--- src/rtl/vec_mul_sequencer_if.sv ---
// Job-request and datapath-strobe bundle shared by the vector-multiply sequencer and its host.
// The sequencer takes the slave side; the host/datapath environment takes the master side.
interface vec_mul_sequencer_if #(
    parameter int ADDRESSSIZE = 10,
    parameter int WSEL_BW     = 2
);
    logic                   start;
    logic                   abort;
    logic [ADDRESSSIZE-1:0] src_base;
    logic [ADDRESSSIZE-1:0] dst_base;
    logic [ADDRESSSIZE-1:0] vec_count;
    logic [WSEL_BW-1:0]     weight_sel;
    logic [WSEL_BW-1:0]     weight_addr;
    logic                   weight_reload;
    logic [ADDRESSSIZE-1:0] ub_addr;
    logic                   ub_rd_valid;
    logic                   res_we;
    logic [ADDRESSSIZE-1:0] res_addr;
    logic                   busy;
    logic                   done;

    modport master (
        output start, abort, src_base, dst_base, vec_count, weight_sel,
        input  weight_addr, weight_reload, ub_addr, ub_rd_valid,
               res_we, res_addr, busy, done
    );

    modport slave (
        input  start, abort, src_base, dst_base, vec_count, weight_sel,
        output weight_addr, weight_reload, ub_addr, ub_rd_valid,
               res_we, res_addr, busy, done
    );
endinterface

--- src/rtl/vec_mul_sequencer.sv ---
// Single-FSM job sequencer for the vector-multiply datapath: weight load, input streaming,
// and result write-back through a valid shift register matched to the datapath latency.
//
// state  | meaning
// IDLE   | waiting for start; strobes low
// WLOAD  | weight_reload held while the selected tile shifts into the array
// STREAM | one unified-buffer read issued per cycle
// DRAIN  | waiting for the last in-flight result to be written
// DONE   | one-cycle done pulse
module vec_mul_sequencer #(
    parameter int ADDRESSSIZE  = 10,
    parameter int WSEL_BW      = 2,
    parameter int WLOAD_CYCLES = 16,
    parameter int PIPE_LATENCY = 17
) (
    input logic               clk,
    input logic               rstn,
    vec_mul_sequencer_if.slave bus
);
    localparam int WCNT_BW = $clog2(WLOAD_CYCLES + 1);

    typedef enum logic [2:0] {IDLE, WLOAD, STREAM, DRAIN, DONE} state_t;

    state_t                 state, state_nxt;
    logic [WCNT_BW-1:0]     wload_cnt;
    logic [ADDRESSSIZE-1:0] issue_rem;
    logic [ADDRESSSIZE-1:0] src_ptr;
    logic [ADDRESSSIZE-1:0] dst_ptr;
    logic [PIPE_LATENCY-1:0] vpipe;
    logic [PIPE_LATENCY-1:0] vshift;
    logic                   we_nxt;
    logic                   pipe_empty_nxt;

    logic [WSEL_BW-1:0]     weight_addr_q;
    logic                   weight_reload_q;
    logic [ADDRESSSIZE-1:0] ub_addr_q;
    logic                   ub_rd_valid_q;
    logic [ADDRESSSIZE-1:0] res_addr_q;
    logic                   busy_q;
    logic                   done_q;

    // Next contents of the valid pipe; its top bit is next cycle's res_we.
    assign vshift         = PIPE_LATENCY'({vpipe, ub_rd_valid_q});
    assign we_nxt         = vshift[PIPE_LATENCY-1];
    assign pipe_empty_nxt = (vshift == '0);

    always_ff @(posedge clk or negedge rstn) begin
        if (!rstn) state <= IDLE;
        else       state <= state_nxt;
    end

    always_comb begin
        state_nxt = state;
        case (state)
            IDLE: begin
                if (bus.start) begin
                    if (bus.vec_count == '0) state_nxt = DONE;
                    else                     state_nxt = WLOAD;
                end
            end
            WLOAD:   if (wload_cnt == '0) state_nxt = STREAM;
            STREAM:  if (issue_rem == ADDRESSSIZE'(1)) state_nxt = DRAIN;
            DRAIN:   if (pipe_empty_nxt) state_nxt = DONE;
            DONE:    state_nxt = IDLE;
            default: state_nxt = IDLE;
        endcase
        if (state != IDLE && bus.abort) state_nxt = IDLE;
    end

    always_ff @(posedge clk or negedge rstn) begin
        if (!rstn) begin
            wload_cnt       <= '0;
            issue_rem       <= '0;
            src_ptr         <= '0;
            dst_ptr         <= '0;
            vpipe           <= '0;
            weight_addr_q   <= '0;
            weight_reload_q <= 1'b0;
            ub_addr_q       <= '0;
            ub_rd_valid_q   <= 1'b0;
            res_addr_q      <= '0;
            busy_q          <= 1'b0;
            done_q          <= 1'b0;
        end else begin
            weight_reload_q <= (state_nxt == WLOAD);
            ub_rd_valid_q   <= (state_nxt == STREAM);
            busy_q          <= (state_nxt != IDLE);
            done_q          <= (state_nxt == DONE);
            vpipe           <= (state_nxt == IDLE) ? '0 : vshift;

            if (state == IDLE && state_nxt == WLOAD) begin
                wload_cnt     <= WCNT_BW'(WLOAD_CYCLES - 1);
                issue_rem     <= bus.vec_count;
                src_ptr       <= bus.src_base;
                dst_ptr       <= bus.dst_base;
                weight_addr_q <= bus.weight_sel;
            end else if (state_nxt == IDLE) begin
                wload_cnt <= '0;
                issue_rem <= '0;
                src_ptr   <= '0;
                dst_ptr   <= '0;
            end else begin
                if (state == WLOAD && wload_cnt != '0)
                    wload_cnt <= wload_cnt - WCNT_BW'(1);
                if (state == STREAM)
                    issue_rem <= issue_rem - ADDRESSSIZE'(1);
                if (state_nxt == STREAM) begin
                    ub_addr_q <= src_ptr;
                    src_ptr   <= src_ptr + ADDRESSSIZE'(1);
                end
                // The write pointer only moves when a result actually lands.
                if (we_nxt) begin
                    res_addr_q <= dst_ptr;
                    dst_ptr    <= dst_ptr + ADDRESSSIZE'(1);
                end
            end
        end
    end

    assign bus.weight_addr   = weight_addr_q;
    assign bus.weight_reload = weight_reload_q;
    assign bus.ub_addr       = ub_addr_q;
    assign bus.ub_rd_valid   = ub_rd_valid_q;
    assign bus.res_we        = vpipe[PIPE_LATENCY-1];
    assign bus.res_addr      = res_addr_q;
    assign bus.busy          = busy_q;
    assign bus.done          = done_q;
endmodule

--- src/flat_wrapper.sv ---
// flat-port wrapper written by rule: the top's interface ports become plain ports
module vec_mul_sequencer_flat 
#(
    parameter int ADDRESSSIZE  = 10,
    parameter int WSEL_BW      = 2,
    parameter int WLOAD_CYCLES = 16,
    parameter int PIPE_LATENCY = 17
)
  (clk, rstn, bus_start, bus_abort, bus_src_base, bus_dst_base, bus_vec_count, bus_weight_sel, bus_weight_addr, bus_weight_reload, bus_ub_addr, bus_ub_rd_valid, bus_res_we, bus_res_addr, bus_busy, bus_done);
  vec_mul_sequencer_if #(.ADDRESSSIZE(ADDRESSSIZE), .WSEL_BW(WSEL_BW)) bus_i ();
  input logic clk;
  input logic rstn;
  input wire logic [$bits(bus_i.start)-1:0] bus_start;
  input wire logic [$bits(bus_i.abort)-1:0] bus_abort;
  input wire logic [$bits(bus_i.src_base)-1:0] bus_src_base;
  input wire logic [$bits(bus_i.dst_base)-1:0] bus_dst_base;
  input wire logic [$bits(bus_i.vec_count)-1:0] bus_vec_count;
  input wire logic [$bits(bus_i.weight_sel)-1:0] bus_weight_sel;
  output wire logic [$bits(bus_i.weight_addr)-1:0] bus_weight_addr;
  output wire logic [$bits(bus_i.weight_reload)-1:0] bus_weight_reload;
  output wire logic [$bits(bus_i.ub_addr)-1:0] bus_ub_addr;
  output wire logic [$bits(bus_i.ub_rd_valid)-1:0] bus_ub_rd_valid;
  output wire logic [$bits(bus_i.res_we)-1:0] bus_res_we;
  output wire logic [$bits(bus_i.res_addr)-1:0] bus_res_addr;
  output wire logic [$bits(bus_i.busy)-1:0] bus_busy;
  output wire logic [$bits(bus_i.done)-1:0] bus_done;
  assign bus_i.start = bus_start;
  assign bus_i.abort = bus_abort;
  assign bus_i.src_base = bus_src_base;
  assign bus_i.dst_base = bus_dst_base;
  assign bus_i.vec_count = bus_vec_count;
  assign bus_i.weight_sel = bus_weight_sel;
  assign bus_weight_addr = bus_i.weight_addr;
  assign bus_weight_reload = bus_i.weight_reload;
  assign bus_ub_addr = bus_i.ub_addr;
  assign bus_ub_rd_valid = bus_i.ub_rd_valid;
  assign bus_res_we = bus_i.res_we;
  assign bus_res_addr = bus_i.res_addr;
  assign bus_busy = bus_i.busy;
  assign bus_done = bus_i.done;
  vec_mul_sequencer #(.ADDRESSSIZE(ADDRESSSIZE), .WSEL_BW(WSEL_BW), .WLOAD_CYCLES(WLOAD_CYCLES), .PIPE_LATENCY(PIPE_LATENCY)) u_core (.clk(clk), .rstn(rstn), .bus(bus_i));
endmodule
--- config.mk ---
export PLATFORM = sky130hd
export DESIGN_NAME = vec_mul_sequencer_flat
export DESIGN_NICKNAME = d
export VERILOG_FILES = /design/src/rtl/vec_mul_sequencer_if.sv /design/src/rtl/vec_mul_sequencer.sv /design/src/flat_wrapper.sv
export SDC_FILE = /design/constraint.sdc
export NUM_CORES = 1
export LEC_CHECK = 0
export ABC_CLOCK_PERIOD_IN_PS = 4200
export CORE_MARGIN = 2
export CORE_UTILIZATION = 50
export CTS_BUF_LIST = sky130_fd_sc_hd__clkbuf_8
export DETAILED_ROUTE_END_ITERATION = 12
export GPL_TIMING_DRIVEN = 0
export PLACE_DENSITY = 0.76
export SYNTH_ARGS = -nofsm -noshare
export SYNTH_HDL_FRONTEND = slang
export SYNTH_SLANG_ARGS = --single-unit
--- constraint.sdc ---
create_clock -name clk -period 4.2 [get_ports clk]
set_input_delay 1.05 -clock clk [delete_from_list [all_inputs] [get_ports clk]]
set_output_delay 1.05 -clock clk [all_outputs]
set_load 0.02 [all_outputs]
==> results of run 1 <==
## registers in the layout (all words and copies together), names as in the netlist, 2 cells and up
signal and cells:
u_core.vpipe 17, u_core.bus.ub_addr 10, u_core.bus.weight_addr 2, u_core.state 3, u_core.dst_ptr 10, u_core.bus.res_addr 10
u_core.issue_rem 10, u_core.wload_cnt 5, u_core.src_ptr 10
## per-stage QoR
step	TNS (ns)	hold WS [ns]
global route	0	0.510
finish	0	0.478
CTS	0	0.482
detailed placement	0	0.462
floorplan	0	0.444
global placement	-62.05	0.452
## power breakdown
| part | switching (mW) | internal [mW] | leakage [nW] |
|---|---|---|---|
| sequential | 0.160 | 0.976 | 1.08 |
| clock | 0.285 | 0.310 | 0.102 |
| combinational | 0.601 | 0.482 | 0.897 |
| total | 1.05 | 1.77 | 2.08 |
## layer usage
layer	global-route usage, %	routed length (um)	vias to the layer above	part of all wire (%)
met5	0	0	-	0
li1	-	-	1305	-
met4	10.0	178	0	2.4
met2	31.0	3430	60	46
met3	4.34	343	14	4.6
met1	26.9	3560	1294	47
## path summary, 6_finish.rpt
kind | start | depth (start not counted) | to | slack [ns]
worst max-delay path | bus_vec_count[1] | 11 | u_core.bus.res_addr[2] | 0.46
worst min-delay path | u_core.vpipe[3] | 1 | u_core.vpipe[4] | 0.48
worst max register to register | u_core.wload_cnt[0] | 11 | u_core.bus.res_addr[2] | 1.09
worst min register to register | u_core.vpipe[3] | 1 | u_core.vpipe[4] | 0.48
max in group asynchronous | rstn | 2 | u_core.vpipe[14] | 3.10
min in group asynchronous | rstn | 1 | u_core.issue_rem[5] | 0.52
## synth_stat cells (2+ instances only)
master / n
a21o_1: 3
xnor2_1: 12
nor4b_1: 6
xor2_1: 18
nand3b_1: 2
a21oi_1: 3
inv_1: 6
o21ai_1: 4
or4b_2: 2
nand4_1: 4
nor2_1: 9
nor3_1: 5
buf_2: 4
or2_2: 2
or4_1: 3
o31ai_1: 21
nand2b_1: 2
ha_1: 6
dfrtp_1: 81
and2_1: 19
and3_1: 7
nor4_1: 5
mux2_1: 10
o21ai_0: 7
nand3_1: 9
clkbuf_1: 10
mux2_2: 12
nor2b_1: 2
mux2i_1: 2
nand2_1: 37
nor3b_1: 2
## kinds of logic (layout without fill, tap and decap cells)
| group | count (synthesis) | in the layout | share of synthesized area, % |
|---|---|---|---|
| flops | 81 | 81 | 54.4 |
| xor+xnor | 30 | 30 | 7.05 |
| simple gates | 123 | 123 | 18.7 |
| mux | 24 | 24 | 7.19 |
| compound gates | 43 | 43 | 7.76 |
| fa+ha+maj | 6 | 6 | 2.02 |
| buf+inv | 24 | 103 | 2.86 |
## final cells by class
type | instances | area, sq um
Inverter | 7 | 26.3
Timing Repair Buffer | 63 | 646
Clock inverter | 5 | 62.6
Multi-Input combinational cell | 226 | 1590
Sequential cell | 81 | 2030
Tap cell | 99 | 124
Fill cell | 600 | 2510
Buffer | 17 | 80.1
Clock buffer | 11 | 151
==> impl_metrics.toml, run 1 <==
[outcome]
outcome = "finished, final reports clean"

[setup_path]
cpMaxStageDelayCell = "or4_1"
crit_family = "simple AND/OR/NAND/NOR gates"
critPathKind = "primary input to flop"
worstPathRequired_ns = 4.44
worstPathCellList = "clkdlybuf4s50_1 -> nor4_1 -> nand3_1 -> nor4b_1 -> or4_1 -> and2_4 -> nor3_4 -> inv_2 -> nand3b_1 -> buf_6 -> mux2_1"
max_stage_delay_ns = 0.57
endpoint_kind = "flop"
worstPathMaxFanout = 10
critPathLaunchType = "primary input"
arrival_ns = 3.97
crit_buf_inv = 3

[power_and_ir_drop]
ir_drop_mv = 0.323
power_leakage_nw = 2.08
p_total_mw = 2.81
powerDensity_nw_per_um2 = 598

[floorplanning]
core_region_area_sq_um = 7210
die_area_sq_um = 8160
row_count = 31
ios = 63
chipHeight_um = 90.3
initial_utilization_pct = 51.6
die_width_um = 90.3

[clock_tree]
post_cts_buffers = 0
hold_buffers = 0
clk_latency_ns = 0.36
cts_tree = "built"
cts-htree-levels = 3
cts_resized = 0
clockBufferDepth = 2
clock_sinks = 81
root_buffer = "clkbuf_8"
clkTransAtPathRegs_ns = 0.08
cts_buffers = 9

[route]
vias = 2673
drt_iter0_markers = 93
firstDrtPassIters = 4
vias_per_cell = 5.25
antenna_left = 0
drcViolationCount = 0
wl_per_cell_um = 14.7
wl_um = 7500

[layout]
final_core_util_pct = 65.3
layout-drive-gt1-share_pct = 11.2
n_antenna_cell = 0
stdcell_area_sq_um = 4710
layout_common_cells = "dfrtp_1, clkdlybuf4s50_1, nand2_1"
final_common_cell = "dfrtp_1"
finalNonFillerCells = 509
area_delta_synth_final_pct = 26.4
finalNetCount = 447

[yosys]
synth_top_area_share_pct = 54.4
ys_top_cells_by_area = "dfrtp_1, o31ai_1, xor2_1"
ys_seq_area_share_pct = 54.4
ys_types = 47
ys_warn_count = 0
synthArstFlopShare_pct = 100
ys.flop_type = "dfrtp_1"
synth_top_area_cell = "dfrtp_1"
ys_ff_latch = 81
synth_edf_count = 0
synth_cells = 331
syn_area_sq_um = 3720
syn_nets = 373
syn_area_per_cell_sq_um = 11.3

[place]
dpl.cell_count = 493
dpl-instance-area_sq_um = 4490
post-place-ws_ns = 0.0855
dp_hpwl_um = 5390
gp_congestion = 0.829
io_buffer_count = 62

[global_route]
grt_usage_pct = 20.0
grt_pass1_vias = 2750
grt_pass1_wl_um = 13000
grt_max_degree = 72
antenna_found_initial = 0
overflow = 0

[sta]
slew_headroom_pct = 37.6
rsz0062_at_grt = "no"
layout_min_cycle_time_ns = 3.74
final-hold-violation-count = 0
skew_ns = 0.0168
layout_setup_ws_ns = 0.464
slew_viol_final = 0
min_period_over_period_pct = 88.9
setup_violations = 0
tightest_slew_ns = 0.923
max_clock_freq_ghz = 0.268

[min_path]
worstHoldPathType = "flop to flop"

[run]
maxCapViolations = 0
(Power assumes the default switching activity.)
==> run 2: changes to the inputs <==
RECOVER_POWER = 50   (was not set)
==> impl_metrics.toml, run 2 (synthesis gave the netlist of run 1 again) <==
[clock_tree]
clkTransAtPathRegs_ns = 0.08
cts_tree = "built"
post_cts_buffers = 0
clock_sinks = 81
cts-htree-levels = 3
hold_buffers = 0
clk_latency_ns = 0.36
clockBufferDepth = 2
cts_buffers = 9
root_buffer = "clkbuf_8"
cts_resized = 0

[setup_path]
max_stage_delay_ns = 0.57
endpoint_kind = "flop"
worstPathMaxFanout = 10
crit_family = "simple AND/OR/NAND/NOR gates"
arrival_ns = 3.98
worstPathRequired_ns = 4.44
critPathLaunchType = "primary input"
worstPathCellList = "clkdlybuf4s50_1 -> nor4_1 -> nand3_1 -> nor4b_1 -> or4_1 -> and2_4 -> nor3_4 -> inv_2 -> nand3b_1 -> buf_6 -> mux2_1"
cpMaxStageDelayCell = "or4_1"
critPathKind = "primary input to flop"
crit_buf_inv = 3

[place]
post-place-ws_ns = 0.0855
gp_congestion = 0.829
dp_hpwl_um = 5390
io_buffer_count = 62
dpl-instance-area_sq_um = 4490
dpl.cell_count = 493

[layout]
final_common_cell = "dfrtp_1"
stdcell_area_sq_um = 4680
layout_common_cells = "dfrtp_1, clkdlybuf4s50_1, nand2_1"
final_core_util_pct = 64.9
largest_reg_flops = 17
layout-drive-gt1-share_pct = 11.0
regMostFlops = "u_core.vpipe"
n_antenna_cell = 0
finalNonFillerCells = 509
finalNetCount = 447
area_delta_synth_final_pct = 25.7

[route]
vias = 2670
wl_per_cell_um = 14.8
vias_per_cell = 5.25
firstDrtPassIters = 4
drt_iter0_markers = 82
wl_um = 7510
drcViolationCount = 0
antenna_left = 0

[global_route]
overflow = 0
gr-max-usage-layer = "met2"
met3_usage_pct = 4.34
met2_usage_pct = 31.0
grt_usage_pct = 20.0
grt_use_met1_pct = 26.9
antenna_found_initial = 0
grt_max_degree = 72
grt_pass1_wl_um = 13000
grt_pass1_vias = 2750

[power_and_ir_drop]
p_total_mw = 2.80
power_leakage_nw = 2.10
powerDensity_nw_per_um2 = 598
ir_drop_mv = 0.316

[sta]
slew_viol_final = 72
rsz0062_at_grt = "no"
whs_ns = 0.478
setup_violations = 0
skew_ns = 0.0167
tightest_slew_ns = 1.71
layout_min_cycle_time_ns = 3.74
setup-tns-final_ns = 0
final-hold-violation-count = 0
min_period_over_period_pct = 89.1
max_clock_freq_ghz = 0.267
layout_setup_ws_ns = 0.458
slew_headroom_pct = -13.8

[floorplanning]
ios = 63
row_count = 31
die_width_um = 90.3
die_area_sq_um = 8160
core_region_area_sq_um = 7210
initial_utilization_pct = 51.6
chipHeight_um = 90.3

[run]
maxCapViolations = 1

[min_path]
worstHoldPathType = "flop to flop"

[outcome]
outcome = "complete, but fails checks"
failed_checks = "max-capacitance violations, max-slew violations"
## run 2: where the power goes
part,internal (mW),switching (mW)
registers,0.976,0.159
logic,0.470,0.600
clock network,0.310,0.284
## run 2: path summary, 6_finish.rpt
path / slack, ns / startpoint / depth (start not counted) / endpoint
min in group asynchronous: 0.66 / rstn / 1 / u_core.issue_rem[5]
max reg2reg: 1.10 / u_core.wload_cnt[0] / 11 / u_core.bus.res_addr[2]
min: 0.48 / u_core.vpipe[3] / 1 / u_core.vpipe[4]
max: 0.46 / bus_vec_count[1] / 11 / u_core.bus.res_addr[2]
min reg2reg: 0.48 / u_core.vpipe[3] / 1 / u_core.vpipe[4]
max in group asynchronous: 1.47 / rstn / 2 / u_core.vpipe[6]
## run 2: final cells by class
type	instances	area, sq um
inverter	7	26.3
clock buffer	11	151
tap	99	124
timing repair buffer	63	619
multi-input combinational	226	1590
buffer	17	80.1
sequential	81	2030
clock inverter	5	62.6
fill	603	2530
## run 2: worst register-to-register path, stage by stage (launching register included)
cell	delay, ns
dfrtp_1	0.39
inv_1	0.12
ha_1	0.15
nor4b_1	0.44
nor4b_1	0.20
or4_1	0.54
and2_4	0.20
nor3_4	0.25
inv_2	0.10
nand3b_1	0.11
buf_6	0.16
mux2_1	0.33
## run 2: per-layer routing
| layer | up-vias | wire, um |
|---|---|---|
| met5 | - | 0 |
| li1 | 1308 | - |
| met2 | 55 | 3460 |
| met3 | 14 | 331 |
| met4 | 0 | 174 |
| met1 | 1293 | 3550 |
